`src/rtl/regfile_port_scheduler.sv`:
```
// Arbitrates NUM_REQ write requesters and one read requester onto a dual-write-port
// register file. The file latches ReadData only in cycles where neither write port is active.
module regfile_port_scheduler #(
    parameter int NUM_REQ      = 4,
    parameter int MAX_RD_BURST = 4,
    parameter bit DROP_R0      = 1'b1
) (
    input  logic                  Clk,
    input  logic                  Reset_n,
    input  logic [NUM_REQ-1:0]    WrValid,
    output logic [NUM_REQ-1:0]    WrReady,
    input  logic [5*NUM_REQ-1:0]  WrAddr,
    input  logic [32*NUM_REQ-1:0] WrData,
    input  logic                  RdValid,
    output logic                  RdReady,
    input  logic [4:0]            RdAddr1,
    input  logic [4:0]            RdAddr2,
    output logic                  RdDataValid,
    output logic [31:0]           RdData1,
    output logic [31:0]           RdData2,
    output logic                  RegWrite1,
    output logic                  RegWrite2,
    output logic [4:0]            WriteRegister1,
    output logic [4:0]            WriteRegister2,
    output logic [31:0]           WriteData1,
    output logic [31:0]           WriteData2,
    output logic [4:0]            ReadRegister1,
    output logic [4:0]            ReadRegister2,
    input  logic [31:0]           RfReadData1,
    input  logic [31:0]           RfReadData2
);

    localparam int IDX_W = $clog2(NUM_REQ);
    localparam int CNT_W = $clog2(MAX_RD_BURST + 1);
    localparam logic [CNT_W-1:0] BURST_CAP  = CNT_W'(MAX_RD_BURST);
    localparam logic [IDX_W-1:0] LAST_REQ   = IDX_W'(NUM_REQ - 1);

    typedef enum logic [1:0] {
        CycIdle,
        CycRead,
        CycWrite
    } cycleKind_t;

    logic [IDX_W-1:0] rrPtr;
    logic [CNT_W-1:0] burstCnt;
    logic [1:0]       rdPipe;

    logic [4:0]       wrAddrArr [NUM_REQ];
    logic [31:0]      wrDataArr [NUM_REQ];

    cycleKind_t       cycleKind;
    logic             anyWrite;
    logic             burstCapped;

    logic             slot1Valid;
    logic [IDX_W-1:0] slot1Idx;
    logic [4:0]       slot1Addr;
    logic [31:0]      slot1Data;
    logic             slot2Valid;
    logic [IDX_W-1:0] slot2Idx;
    logic [4:0]       slot2Addr;
    logic [31:0]      slot2Data;
    logic             slot1Commit;
    logic             slot2Commit;

    logic [IDX_W-1:0] lastIdx;
    logic [IDX_W-1:0] rrNext;
    logic [NUM_REQ-1:0] wrGrant;

    for (genvar i = 0; i < NUM_REQ; i++) begin : gUnpack
        assign wrAddrArr[i] = WrAddr[5*i +: 5];
        assign wrDataArr[i] = WrData[32*i +: 32];
    end

    assign anyWrite    = |WrValid;
    assign burstCapped = (burstCnt == BURST_CAP) && anyWrite;

    // Reads win unless the burst cap is reached while a write waits.
    always_comb begin
        cycleKind = CycIdle;
        if (RdValid && !burstCapped) begin
            cycleKind = CycRead;
        end else if (anyWrite) begin
            cycleKind = CycWrite;
        end
    end

    // NOTE: every variable gets a default before the scan so no latch is inferred.
    always_comb begin : selectWrites
        logic [IDX_W-1:0] scanIdx;
        slot1Valid = 1'b0;
        slot1Idx   = '0;
        slot1Addr  = '0;
        slot1Data  = '0;
        slot2Valid = 1'b0;
        slot2Idx   = '0;
        slot2Addr  = '0;
        slot2Data  = '0;
        scanIdx    = rrPtr;
        for (int k = 0; k < NUM_REQ; k++) begin
            if (WrValid[scanIdx]) begin
                if (!slot1Valid) begin
                    slot1Valid = 1'b1;
                    slot1Idx   = scanIdx;
                    slot1Addr  = wrAddrArr[scanIdx];
                    slot1Data  = wrDataArr[scanIdx];
                end else if (!slot2Valid && (wrAddrArr[scanIdx] != slot1Addr)) begin
                    slot2Valid = 1'b1;
                    slot2Idx   = scanIdx;
                    slot2Addr  = wrAddrArr[scanIdx];
                    slot2Data  = wrDataArr[scanIdx];
                end
            end
            scanIdx = (scanIdx == LAST_REQ) ? '0 : scanIdx + 1'b1;
        end
    end

    // Register-0 writes are still handshaked; only the file-side strobe is suppressed.
    assign slot1Commit = slot1Valid && !(DROP_R0 && (slot1Addr == 5'd0));
    assign slot2Commit = slot2Valid && !(DROP_R0 && (slot2Addr == 5'd0));

    assign lastIdx = slot2Valid ? slot2Idx : slot1Idx;
    assign rrNext  = (lastIdx == LAST_REQ) ? '0 : lastIdx + 1'b1;

    always_comb begin
        wrGrant = '0;
        if (cycleKind == CycWrite) begin
            wrGrant[slot1Idx] = 1'b1;
            if (slot2Valid) begin
                wrGrant[slot2Idx] = 1'b1;
            end
        end
    end

    assign WrReady = Reset_n ? wrGrant : '0;
    assign RdReady = Reset_n && (cycleKind == CycRead);

    // The file samples at the end of the issue cycle, so data lands one stage later.
    assign RdDataValid = rdPipe[1];
    assign RdData1     = rdPipe[1] ? RfReadData1 : '0;
    assign RdData2     = rdPipe[1] ? RfReadData2 : '0;

    // NOTE: state updates use non-blocking assignments so every flop samples pre-edge values.
    always_ff @(posedge Clk or negedge Reset_n) begin
        if (!Reset_n) begin
            rrPtr          <= '0;
            burstCnt       <= '0;
            rdPipe         <= '0;
            RegWrite1      <= 1'b0;
            RegWrite2      <= 1'b0;
            WriteRegister1 <= '0;
            WriteRegister2 <= '0;
            WriteData1     <= '0;
            WriteData2     <= '0;
            ReadRegister1  <= '0;
            ReadRegister2  <= '0;
        end else begin
            rdPipe <= {rdPipe[0], (cycleKind == CycRead)};
            case (cycleKind)
                CycWrite: begin
                    rrPtr          <= rrNext;
                    burstCnt       <= '0;
                    RegWrite1      <= slot1Commit;
                    WriteRegister1 <= slot1Addr;
                    WriteData1     <= slot1Data;
                    RegWrite2      <= slot2Commit;
                    if (slot2Valid) begin
                        WriteRegister2 <= slot2Addr;
                        WriteData2     <= slot2Data;
                    end
                end
                CycRead: begin
                    if (burstCnt != BURST_CAP) begin
                        burstCnt <= burstCnt + 1'b1;
                    end
                    RegWrite1     <= 1'b0;
                    RegWrite2     <= 1'b0;
                    ReadRegister1 <= RdAddr1;
                    ReadRegister2 <= RdAddr2;
                end
                default: begin
                    burstCnt  <= '0;
                    RegWrite1 <= 1'b0;
                    RegWrite2 <= 1'b0;
                end
            endcase
        end
    end

endmodule

```
`config.mk`:
```
export PLATFORM = sky130hd
export DESIGN_NAME = regfile_port_scheduler
export DESIGN_NICKNAME = d
export VERILOG_FILES = /design/src/rtl/regfile_port_scheduler.sv
export SDC_FILE = /design/constraint.sdc
export NUM_CORES = 1
export LEC_CHECK = 0
export BUFFER_PORTS_ARGS = -buffer_cell sky130_fd_sc_hd__buf_4
export CAP_MARGIN = 30
export CORE_MARGIN = 2
export CORE_UTILIZATION = 30
export DETAILED_ROUTE_END_ITERATION = 7
export SYNTH_ARGS = -nofsm -noshare
export SYNTH_HDL_FRONTEND = slang
export SYNTH_SLANG_ARGS = --single-unit
```
`constraint.sdc`:
```
create_clock -name Clk -period 4.1 [get_ports Clk]
set_clock_uncertainty 0.15 [all_clocks]
set_input_delay 0.82 -clock Clk [delete_from_list [all_inputs] [get_ports Clk]]
set_output_delay 0.82 -clock Clk [all_outputs]
set_load 0.05 [all_outputs]
```
==> metrics.yaml <==
status: "complete, but fails checks"
violations_in_the_final_reports: "setup timing"
portBuffers: 384
timing.critical_path.slowest_cell_delay_ns: 0.55
postSynth.topFlopCell: "dfrtp_1"
place_congestion: 0.8822
max_cap_viol_count: 0
gr_overflow_total: 0
die_area_um2: 35190
slew_viol_final: 0
die_x_um: 187.6
synthesis.area_um2: 10110
worstSetupEndpointType: "output port"
final_antenna_net_count: 0
drcViolationCount: 0
synth_seq_cells: 93
initial_core_utilization_pct: 30.31
multi_input_combinational_cell_area_um2: 7491
cts.sink_count: 93
hpwlAfterDp_um: 33730
groute.usage.overall_pct: 24.16
cp_cell_sequence: "ha_4 -> mux4_2 -> or2_4 -> a21o_1 -> o21ba_1 -> xnor2_1 -> nor3_2 -> a311oi_4 -> buf_6 -> nor2_2 -> or3b_4 -> a21oi_4 -> buf_6"
filler_cell_count: 3327
grt_first_pass_wirelength_um: 66290
path_class: "register to output port"
postSynthAreaPerCell_um2: 8.058
cts-root-to-sink-buffers: 2
synth.net_count: 1487
clock-root-buffer: "clkbuf_16"
dieHeight_um: 187.6
detail_route.first_pass.iterations: 5
hold_class: "input port to async pin"
timing_worst_slew_pin_value_ns: 0.9991
syn_inst: 1255
detail_route.wl_per_cell_um: 21.03
grt_max_degree: 80
fmax_mhz: 204.5
ff_latch_area_um2: 2332
path_common_cell: "buf_6"
yosysWarningCount: 0
cts-htree-levels: 3
antenna_found_initial: 2
num_rows: 67
critical_path.max_fanout: 4
yosysSeqAreaShare_pct: 23.01
fin_crit_ns: 4.889
final_layout_size_suffix_gt1_share_pct: 41.19
routed_via_density: 5.396
final-setup-viol-count: 4
cts-buffers-inserted: 9
cp_num_buf_inv: 2
setup_ws_final_ns: -0.7889
cp_top_family: "simple AND/OR/NAND/NOR gates"
tns_ns: -2.853
placeableCoreArea_um2: 33360
rsz0062_at_grt: "true"
synth-edff-count: 0
cts_hold_buffers: 0
area_growth_pct: 46.73
design.final.nets: 1902
synth.lib_cells_used.distinct: 63
final_routed_wirelength_across_all_metal_layers_um: 44680
clkLatencyLatePin_ns: 0.36
cts_tree: "yes"
final-hold-violation-count: 0
critPathRequiredTime_ns: 3.13
worst_path_max_delay_cell: "mux4_2"
routed-via-count: 11466
finish.instance_area_um2: 14840
post-route-period-util_pct: 119.2
placed_area_um2: 14240
drt-initial-drc-count: 788
maxSlewHeadroom_pct: 33.39
asr_flop_ratio_synth_pct: 100.0
worstSetupStartpointType: "register"
io_pins: 385
number_of_global_route_vias_before_repair: 11063
arrival_ns: 3.92
worst_path_clk_slew_ns: 0.08
-- cell families (layout without fill, tap and decap cells) --
family | Yosys count | count (layout) | synth area share, %
DFF | 93 | 93 | 23.01
buffers and inverters | 125 | 545 | 5.147
muxes | 228 | 228 | 26.84
and+or+nand+nor | 373 | 373 | 17.21
AOI/OAI and AO/OA | 416 | 416 | 25.95
adders and majority gates | 3 | 3 | 0.3712
xor gates and xnor gates | 17 | 17 | 1.472
other | 0 | 2 | 0
-- metrics by stage --
step                setup WS (ns)  hold slack (ns)  utilization (%)  cells
floorplan                 -0.5194           0.1812                -   1255
global placement          -0.7475           0.1855            42.63   2101
detailed placement        -0.7294           0.1977            42.69   2102
CTS                       -0.7585           0.1466            44.10   2122
global route              -0.8883           0.1487            44.47   2125
finish                    -0.7889           0.1504            44.47   2125
-- layer usage --
metal	vias to the layer above	track usage, %	part of all wire (%)
li1	5462	-	-
met3	67	2.938	6.5
met5	-	0	0
met4	0	9.419	3.6
met1	5412	30.37	41
met2	525	42.15	49
-- registers in the layout (all words and copies together) (netlist names) --
signal	cells
WriteData1	32
WriteData2	32
ReadRegister1	5
ReadRegister2	5
WriteRegister1	5
WriteRegister2	5
burstCnt	3
rdPipe	2
rrPtr	2
RegWrite1	1
RegWrite2	1
-- cell usage after synthesis, drive strengths merged (3+ instances only) --
cell	n	area share (%)
a211oi	45	3.3
a21oi	142	7.1
a221o	32	3.2
a22o	17	1.5
a22oi	5	0.37
a311oi	5	0.73
a31o	4	0.35
a31oi	29	1.8
and2	82	5.1
buf	41	2.0
clkbuf	77	2.9
dfrtp	93	23
ha	3	0.37
inv	6	0.22
mux2	72	8.0
mux2i	129	13
mux4	27	6.0
nand2	132	4.9
nand2b	5	0.31
nand3	7	0.35
nor2	112	4.2
nor2b	12	0.74
nor3	8	0.49
nor4	3	0.19
o21ai	112	5.5
o22ai	5	0.31
o31ai	7	0.62
xnor2	13	1.1
xor2	4	0.35
-- repair_timing --
action,CTS,global route
gates resized for setup,19,22
buffers inserted,4,0
pin swaps,8,4
endpoints found under the setup margin,5,41
gates cloned,0,1
-- worst paths after layout --
| check | start | endpoint | slack, ns | cells past startpoint |
|---|---|---|---|---|
| worst min-delay path | Reset_n | WriteData2[1]$_DFFE_PN0P_ | 0.15 | 1 |
| worst max register to register | rrPtr[0]$_DFFE_PN0N_ | RegWrite2$_DFF_PN0_ | 0.12 | 14 |
| worst min register to register | rdPipe[0]$_DFF_PN0_ | rdPipe[1]$_DFF_PN0_ | 0.21 | 0 |
| min in group Clk | rdPipe[0]$_DFF_PN0_ | rdPipe[1]$_DFF_PN0_ | 0.21 | 0 |
| worst max-delay path | rrPtr[0]$_DFFE_PN0N_ | WrReady[1] | -0.79 | 13 |
| max in group asynchronous | Reset_n | rrPtr[0]$_DFFE_PN0N_ | 2.06 | 3 |
-- layout make-up --
class,instances,share of cell area (%)
inverter,7,0.1939
multi-input combinational,1037,50.48
clock buffer,10,1.611
tap,448,3.778
timing repair buffer,522,27.39
antenna,2,0.03373
clock inverter,6,0.7926
sequential,93,15.72
-- cells in the final DEF (no fill, tap or decap), types with 7 or more instances in the layout --
cell | netlist | final
clkbuf_16 | 0 | 10
o21ai_0 | 71 | 68
o21ai_1 | 41 | 42
and2_1 | 82 | 82
a21oi_1 | 141 | 135
a22o_1 | 17 | 17
a31oi_1 | 29 | 28
nor2b_1 | 12 | 12
buf_4 | 7 | 505
buf_12 | 0 | 7
nor2_1 | 112 | 107
xnor2_1 | 13 | 10
a221o_1 | 32 | 32
buf_6 | 0 | 7
dfrtp_1 | 93 | 91
nand2_1 | 132 | 132
mux2_2 | 71 | 71
mux4_2 | 27 | 27
mux2i_1 | 128 | 127
a211oi_1 | 45 | 44
Power is left out: the tool's default activity adds up to more than one toggle a clock period on the data nets, which glitch-free logic cannot reach.
